## src/rtl/alu_pkg.sv

```systemverilog
// alu_pkg: shared ALU control codes, execute-stage FSM states and default width.
package alu_pkg;
  localparam int ALU_XLEN_DEFAULT = 32;
  typedef enum logic [3:0] {
    ALU_AND = 4'b0000,
    ALU_OR  = 4'b0001,
    ALU_ADD = 4'b0010,
    ALU_XOR = 4'b0011,
    ALU_SUB = 4'b0110,
    ALU_SLT = 4'b0111,
    ALU_MUL = 4'b1000
  } alu_ctrl_e;
  typedef enum logic [1:0] {
    IDLE     = 2'd0,
    MUL_BUSY = 2'd1,
    DONE     = 2'd2
  } alu_state_e;
endpackage

```

## src/rtl/seq_multiplier.sv

```systemverilog
// seq_multiplier: radix-2 shift-add multiplier, XLEN iterations, low XLEN bits of product.
// done/product_lo are combinational on the last iteration so the caller can register them on that edge.
module seq_multiplier #(
  parameter int XLEN = 32
) (
  input  logic            clk,
  input  logic            rst_n,
  input  logic            start,
  input  logic [XLEN-1:0] a,
  input  logic [XLEN-1:0] b,
  output logic            busy,
  output logic            done,
  output logic [XLEN-1:0] product_lo
);
  localparam int CW = $clog2(XLEN);
  logic [XLEN-1:0] mcand_q, mplier_q, acc_q, acc_d;
  logic [CW-1:0]   cnt_q;
  logic            busy_q;
  assign acc_d      = acc_q + (mplier_q[0] ? mcand_q : '0);
  assign busy       = busy_q;
  assign done       = busy_q && (cnt_q == '0);
  assign product_lo = acc_d;
  always_ff @(posedge clk or negedge rst_n) begin
    if (!rst_n) begin
      mcand_q  <= '0;
      mplier_q <= '0;
      acc_q    <= '0;
      cnt_q    <= '0;
      busy_q   <= 1'b0;
    end else if (start) begin
      mcand_q  <= a;
      mplier_q <= b;
      acc_q    <= '0;
      cnt_q    <= CW'(XLEN - 1);
      busy_q   <= 1'b1;
    end else if (busy_q) begin
      acc_q    <= acc_d;
      mcand_q  <= mcand_q << 1;
      mplier_q <= mplier_q >> 1;
      cnt_q    <= cnt_q - CW'(1);
      busy_q   <= (cnt_q != '0);
    end
  end
endmodule

```

## src/rtl/alu_exec_unit.sv

```systemverilog
// alu_exec_unit: registered execute stage with valid/ready handshakes on both sides.
// Define ALU_MUL_EN to add the 32-cycle iterative MUL op; otherwise MUL decodes as illegal.
module alu_exec_unit
  import alu_pkg::*;
#(
  parameter int XLEN = ALU_XLEN_DEFAULT
) (
  input  logic            clk,
  input  logic            rst_n,
  input  logic            in_valid,
  output logic            in_ready,
  input  logic [3:0]      alu_control,
  input  logic [XLEN-1:0] op_a,
  input  logic [XLEN-1:0] op_b,
  output logic            out_valid,
  input  logic            out_ready,
  output logic [XLEN-1:0] result,
  output logic            zero,
  output logic            illegal
);
  alu_state_e      state_q, state_d;
  logic [XLEN-1:0] result_q, result_d, alu_res, mul_prod;
  logic            zero_q, zero_d, illegal_q, illegal_d, alu_ill;
  logic            accept, is_mul, mul_fin;
`ifdef ALU_MUL_EN
  localparam bit MUL_EN = 1'b1;
  logic mul_busy, mul_done;
  assign is_mul  = (alu_control == ALU_MUL);
  assign mul_fin = mul_busy & mul_done;
  seq_multiplier #(.XLEN(XLEN)) u_mul (
    .clk       (clk),
    .rst_n     (rst_n),
    .start     (accept && is_mul),
    .a         (op_a),
    .b         (op_b),
    .busy      (mul_busy),
    .done      (mul_done),
    .product_lo(mul_prod)
  );
`else
  localparam bit MUL_EN = 1'b0;
  assign is_mul   = 1'b0;
  assign mul_fin  = 1'b0;
  assign mul_prod = '0;
`endif
  assign in_ready  = (state_q == IDLE) || (state_q == DONE && out_ready);
  assign accept    = in_valid && in_ready;
  assign out_valid = (state_q == DONE);
  assign result    = result_q;
  assign zero      = zero_q;
  assign illegal   = illegal_q;
  always_comb begin
    alu_res = '0;
    alu_ill = 1'b0;
    case (alu_control)
      ALU_AND: alu_res = op_a & op_b;
      ALU_OR:  alu_res = op_a | op_b;
      ALU_ADD: alu_res = op_a + op_b;
      ALU_XOR: alu_res = op_a ^ op_b;
      ALU_SUB: alu_res = op_a - op_b;
      ALU_SLT: alu_res = ($signed(op_a) < $signed(op_b)) ? XLEN'(1) : '0;
      ALU_MUL: alu_ill = !MUL_EN;
      default: alu_ill = 1'b1;
    endcase
  end
  always_comb begin
    state_d   = state_q;
    result_d  = result_q;
    zero_d    = zero_q;
    illegal_d = illegal_q;
    if (accept && is_mul) begin
      state_d = MUL_BUSY;
    end else if (accept) begin
      state_d   = DONE;
      result_d  = alu_res;
      zero_d    = (alu_res == '0);
      illegal_d = alu_ill;
    end else if (state_q == MUL_BUSY && mul_fin) begin
      state_d   = DONE;
      result_d  = mul_prod;
      zero_d    = (mul_prod == '0);
      illegal_d = 1'b0;
    end else if (state_q == DONE && out_ready) begin
      state_d = IDLE;
    end
  end
  always_ff @(posedge clk or negedge rst_n) begin
    if (!rst_n) begin
      state_q   <= IDLE;
      result_q  <= '0;
      zero_q    <= 1'b0;
      illegal_q <= 1'b0;
    end else begin
      state_q   <= state_d;
      result_q  <= result_d;
      zero_q    <= zero_d;
      illegal_q <= illegal_d;
    end
  end
endmodule

```

## config.mk

```make
export PLATFORM = sky130hd
export DESIGN_NAME = alu_exec_unit
export DESIGN_NICKNAME = d
export VERILOG_FILES = /design/src/rtl/alu_pkg.sv /design/src/rtl/seq_multiplier.sv /design/src/rtl/alu_exec_unit.sv
export SDC_FILE = /design/constraint.sdc
export NUM_CORES = 1
export LEC_CHECK = 0
export BUFFER_PORTS_ARGS = -buffer_cell sky130_fd_sc_hd__buf_2
export CAP_MARGIN = 15
export CELL_PAD_IN_SITES_DETAIL_PLACEMENT = 0
export CELL_PAD_IN_SITES_GLOBAL_PLACEMENT = 2
export CORE_MARGIN = 3
export CORE_UTILIZATION = 23
export DETAILED_ROUTE_END_ITERATION = 6
export GPL_ROUTABILITY_DRIVEN = 0
export PLACE_DENSITY = 0.7
export SLEW_MARGIN = 20
export SYNTH_ARGS = -nofsm -noshare
export SYNTH_HDL_FRONTEND = slang
export SYNTH_HIERARCHICAL = 1
export SYNTH_SLANG_ARGS = --single-unit
```

## constraint.sdc

```tcl
create_clock -name clk -period 2.3 [get_ports clk]
set_input_delay 0.46 -clock clk [delete_from_list [all_inputs] [get_ports clk]]
set_output_delay 0.46 -clock clk [all_outputs]
set_load 0.02 [all_outputs]
```

==> results of run 1 <==
how the worst max path moves through the flow:
stage	cells after the start	slack [ns]	start	end
final	16	-1.14	op_a[0]	zero
after global placement	15	-1.52	op_b[9]	zero
after detailed placement	16	-1.61	op_a[0]	zero
after floorplan	14	-0.88	op_a[0]	zero
after CTS	15	-1.10	op_a[0]	zero
after global routing	16	-1.26	op_a[0]	zero
Yosys cell counts (8+ instances only):
| cell type | n |
|---|---|
| buf_6 | 10 |
| a211oi_1 | 13 |
| o21bai_1 | 8 |
| nor2b_1 | 12 |
| nor3_1 | 22 |
| ha_1 | 96 |
| a31oi_1 | 10 |
| a21oi_1 | 149 |
| nor2_1 | 99 |
| inv_1 | 91 |
| buf_2 | 9 |
| a21o_1 | 17 |
| nor4_1 | 8 |
| clkbuf_1 | 20 |
| o211ai_1 | 14 |
| clkbuf_8 | 11 |
| a22o_1 | 12 |
| nand3_1 | 18 |
| nand2b_1 | 19 |
| buf_1 | 9 |
| o21a_1 | 8 |
| nand2_1 | 77 |
| nand4_1 | 10 |
| dfrtp_1 | 35 |
| o21ai_1 | 10 |
| o22ai_1 | 10 |
| o31ai_1 | 11 |
| o21ai_0 | 76 |
what timing repair did:
action                     in CTS  in global routing
hold endpoints to repair        0                  0
buffers inserted               33                 30
pin swaps                      60                 79
gates resized for setup       198                134
setup endpoints to repair      28                 28
flip-flops by register name, summed over array words and instances (netlist names):
| register | flops |
|---|---|
| zero | 1 |
| illegal | 1 |
| result | 32 |
| state_q | 1 |
per-layer routing:
metal / global-route usage / vias up / routed length, µm
met2: 0.292 / 409 / 14800
met4: 0.0471 / 2 / 817
met1: 0.299 / 4684 / 17100
li1: - / 4792 / -
met5: 0 / - / 7
met3: 0.0204 / 59 / 2710
layout make-up:
cell class / instances / area [µm²] / area share
clock buffer: 6 / 139 / 0.0104
clock inverter: 1 / 5.00 / 0.000375
inverter: 97 / 409 / 0.0306
multi-input combinational: 847 / 7140 / 0.535
sequential: 35 / 876 / 0.0656
tap: 435 / 544 / 0.0408
timing repair buffer: 554 / 4240 / 0.317
per-stage QoR:
stage          worst slack [ns]  hold WS (ns)  cell area, µm²  utilization
5_1_grt                   -1.26         0.331           13300        0.420
3_5_place_dp              -1.61         0.468           11300        0.355
6_report                  -1.14         0.261           13300        0.420
4_1_cts                   -1.10         0.288           12600        0.397
3_3_place_gp              -1.52         0.457           11300        0.355
2_1_floorplan            -0.875         0.164            7600            -
kinds of logic after synthesis:
group | share of synthesized area
adders and majority gates | 0.166
xor gates and xnor gates | 0.00586
and+or+nand+nor | 0.196
buffers and inverters | 0.107
DFF | 0.117
muxes | 0.0186
AOI/OAI and AO/OA | 0.390
power by group through the flow:
stage | Combinational, µW | Sequential (µW) | Clock (µW)
after floorplan | 1300 | 827 | 0
final | 3460 | 732 | 651
after global placement | 2760 | 739 | 0
after global routing | 3700 | 739 | 687
after CTS | 3170 | 732 | 667
after detailed placement | 2780 | 742 | 0
==> reports/results.ini, run 1 <==
[status]
status = finished, violations left
violations = setup timing

[logic_synthesis]
synthDistinctLibCells = 103
synthArstFlopShare = 1.00
yosysTopAreaCell = ha_1
syn_nets = 1210
seq_area_frac_synth = 0.117
synth_top_cell_area_share = 0.161
synth.cell_area_um2 = 7470
synth.area.top_cells = ha_1 16%, dfrtp_1 12%, a21oi_1 10%
syn_inst = 1040
ys_seq_elements = 35
yosysWarningCount = 6
synth-edff-count = 0
syn_area_per_cell_um2 = 7.18
dominantRegCellSynth = dfrtp_1

[timing]
finalHoldViolCount = 0
finalMaxSlewViolations = 0
max_freq_ghz = 0.291
slew_headroom = 0.490
fin_ws_ns = -1.14
setup_violations = 26
grt_setup_unrepaired = true
clock_skew_ns = 0.00192
fin_tns_setup_ns = -13.74
period_needed_ns = 3.44
worstMarginPinSlew_ns = 0.765
period_share = 1.49

[cells_and_area]
final_common_cell = buf_4
stdcell_count = 1975
fill_cells = 3248
diodes = 0
layout-drive-gt1-share = 0.523
layout_common_cells = 401 x buf_4, 121 x a21oi_1, 91 x buf_2, 88 x nor2_1, 71 x ha_1
nets = 1710
areaGrowthSynthToFinish_pct = 78.7

[setup_path]
worst-path-buf-inv = 3
worstPathCellList = buf_12, inv_12, ha_4, fa_2, o21bai_4, a211oi_4, a211oi_4, buf_6, o311a_1, o211a_1, nand4_1, nor4_2, nand4_1, nor4_4, nand4_1, o31ai_2
r2r_slack_ns = -0.21
crit_family = simple AND/OR/NAND/NOR gates
worst-r2r-cell-count = 10
worstReg2RegStart = state_q[1]
r2r_end = zero
crit_fanout = 5
crit_top_cell = nand4_1
cp_slowest_stage_delay_ns = 0.39
cp_data_required_time_ns = 2.48
worstSetupStartpointType = primary input
critical_path_arrival_ns = 3.62
cp-end-kind = register
path_class = primary input to register
slowest_stage = fa_2

[clock_network]
clock-root-buffer = clkbuf_16
cts_tree = yes
clockBufferDepth = 2
clk_latency_ns = 0.27
numCtsBuffers = 5
cts.sinks = 35
post_cts_hold_buffer_count = 0
h-tree-depth = 2
cts.clk_slew.worst_paths_ns = 0.05

[power]
power.leakage_uw = 0.00616
intPower_uw = 2780
peakVddDrop_uv = 239
clkPwrFrac = 0.134
seqPwrFrac = 0.151
power.density_nw_per_um2 = 363
power_frac_comb = 0.715
p_sw_frac = 0.427
power.switching_uw = 2070
p_total_uw = 4840

[routing]
vias = 9946
drc_errors = 0
first_iter_violations = 672
ant_nets = 0
wirelength_um = 35400
wire_per_inst_um = 17.9
dr.pass1.iters = 5
vias_per_cell = 5.04

[placement]
place_hpwl_um = 28700
io_buffers = 107
dp_cells = 1923

[die]
pin_count = 108
core_area_um2 = 31800
rows = 65
initial_core_util = 0.235
die_y_um = 186
die_w_um = 186
die_area_um2 = 34700

[global_route]
grt_pass1_wl_um = 53700
grt-ovfl-total = 0
grt_use_total = 0.195
grt_pass1_vias = 9702
grt_max_degree = 36
antenna_found_initial = 1

[run]
maxCapViolCount = 0

[worst_hold_path]
min_path_type = primary input to asynchronous set/reset pin

No activity file was read; power rests on OpenSTA's default activity.
==> inputs of run 2 (changes only) <==
--- a/config.mk
+++ b/config.mk
@@ -13,7 +13,7 @@
 export CORE_UTILIZATION = 23
 export DETAILED_ROUTE_END_ITERATION = 6
 export GPL_ROUTABILITY_DRIVEN = 0
-export PLACE_DENSITY = 0.7
+export PLACE_DENSITY = 0.68
 export SLEW_MARGIN = 20
 export SYNTH_ARGS = -nofsm -noshare
 export SYNTH_HDL_FRONTEND = slang
==> constraint.sdc (replaced) <==
create_clock -name clk -period 4.17 [get_ports clk]
set_input_delay 0.834 -clock clk [delete_from_list [all_inputs] [get_ports clk]]
set_output_delay 0.834 -clock clk [all_outputs]
set_load 0.02 [all_outputs]
==> reports/results.ini, run 2 (synthesis gave the netlist of run 1 again) <==
[status]
status = complete, no violations

[worst_hold_path]
min_path_type = register to register
holdPathStages = 2

[clock_network]
post_cts_buffers = 0
cts_tree = yes
cts.sinks = 35
cts_resized = 0
h-tree-depth = 2
numCtsBuffers = 5
clock-root-buffer = clkbuf_16
clockBufferDepth = 2
cts.clk_slew.worst_paths_ns = 0.05
clk_latency_ns = 0.28
post_cts_hold_buffer_count = 0

[timing]
worstMarginPinSlew_ns = 0.754
fin_ws_ns = 0.163
finalMaxSlewViolations = 0
slew_headroom = 0.497
max_freq_ghz = 0.250
clock_skew_ns = 0.00430
period_needed_ns = 4.01
grt_setup_unrepaired = false
setup_violations = 0
finalHoldViolCount = 0
period_share = 0.961

[cells_and_area]
stdcell_count = 1655
layout_common_cells = 148 x a21oi_1, 122 x buf_4, 107 x buf_2, 98 x nor2_1, 95 x ha_1
areaGrowthSynthToFinish_pct = 25.0
multi_input_area_um2 = 5880
nets = 1388
layout-drive-gt1-share = 0.253
fill_cells = 3555
final_common_cell = a21oi_1
largest_register_ff_count = 32
final_core_utilization = 0.294
area.sequential_um2 = 876

[global_route]
grt_max_degree = 36
grt_pass1_vias = 8141
antenna_found_initial = 2
grt_use_total = 0.179
grt_pass1_wl_um = 48500
grt-ovfl-total = 0

[die]
initial_core_util = 0.235
rows = 65
die_area_um2 = 34700
core_area_um2 = 31800
die_y_um = 186
die_w_um = 186
pin_count = 108

[routing]
wire_per_inst_um = 19.4
ant_nets = 0
vias_per_cell = 5.10
first_iter_violations = 640
wirelength_um = 32200
vias = 8444
drc_errors = 0
dr.pass1.iters = 5

[setup_path]
path_class = primary input to register
cp_slowest_stage_delay_ns = 0.56
worst-r2r-cell-count = 10
crit_fanout = 4
worst-path-buf-inv = 2
worstSetupStartpointType = primary input
cp_num_cells = 13
worstPathCellList = buf_2, inv_1, ha_1, nor2_1, o311ai_4, a31oi_1, a21oi_1, a21oi_2, a21boi_1, a221oi_1, a2bb2oi_1, or4_4, o31ai_2
critical_path_arrival_ns = 4.20
cp_data_required_time_ns = 4.36
slowest_stage = or4_4
crit_family = compound AO/OA/AOI/OAI gates
cp-end-kind = register

[power]
p_total_uw = 2090
power.density_nw_per_um2 = 223
peakVddDrop_uv = 146
power.leakage_uw = 0.00432

[placement]
pre_cts_ws_ns = -0.268
place_hpwl_um = 26300
io_buffers = 107
dp_cells = 1646

[run]
maxCapViolCount = 0

[run 2: changes by cell type in the layout (fill, tap and decap cells not counted), moves of 20 or more]
cell / delta
ha_4: -20
a21oi_2: -22
ha_1: +24
buf_6: -51
inv_1: +23
buf_4: -279
a21oi_1: +27
[run 2: final cells by class]
class	count	area share
multi-input cells	847	0.630
repair buffers	232	0.161
flip-flops and latches	35	0.0938
well taps	435	0.0583
inverters	97	0.0390
clock buffers	5	0.0134
clock inverters	3	0.00469
diodes	1	0.000268
[run 2: path summary, 6_finish.rpt]
check	startpoint	to	slack, ns
worst max-delay path	op_a[1]	zero	0.16
worst min-delay path	result[12]	result[12]	0.48
worst max register to register	state_q[1]	zero	1.54
worst min register to register	result[12]	result[12]	0.48
max in group asynchronous	rst_n	result[31]	3.06
min in group asynchronous	rst_n	result[14]	0.63
[run 2: through the flow]
stage          TNS (ns)  area (µm²)  hold WS [ns]
5_1_grt               0        9330         0.512
3_5_place_dp     -0.268        9080         0.467
2_1_floorplan         0        7470         0.538
3_3_place_gp     -0.221        9080         0.464
6_report              0        9340         0.478
4_1_cts               0        9250         0.479
[run 2: worst register-to-register path, cell delays in order (launching register included)]
cell and delay (ns):
dfrtp_1 0.38, nand2b_1 0.18, nand2_1 0.21, a211oi_1 0.26, buf_4 0.15, nand4_1 0.12
nor4_2 0.29, nand4_1 0.22, nor4_4 0.37, nand4_1 0.15, o31ai_2 0.22
[run 2: power breakdown]
part           leakage, µW  internal [µW]  switching [µW]
Sequential        0.000459            380            22.0
Clock            0.0000838            281             136
Combinational      0.00378            494             772
[run 2: metal layers]
layer  GRT usage  routed length, µm  up-vias  share of wire
met1       0.274              16300     3974           0.51
met3      0.0220               1990       33          0.062
met2       0.267              13300      286           0.41
met5           0                 13        -        0.00040
li1            -                  -     4149              -
met4      0.0343                539        2          0.017
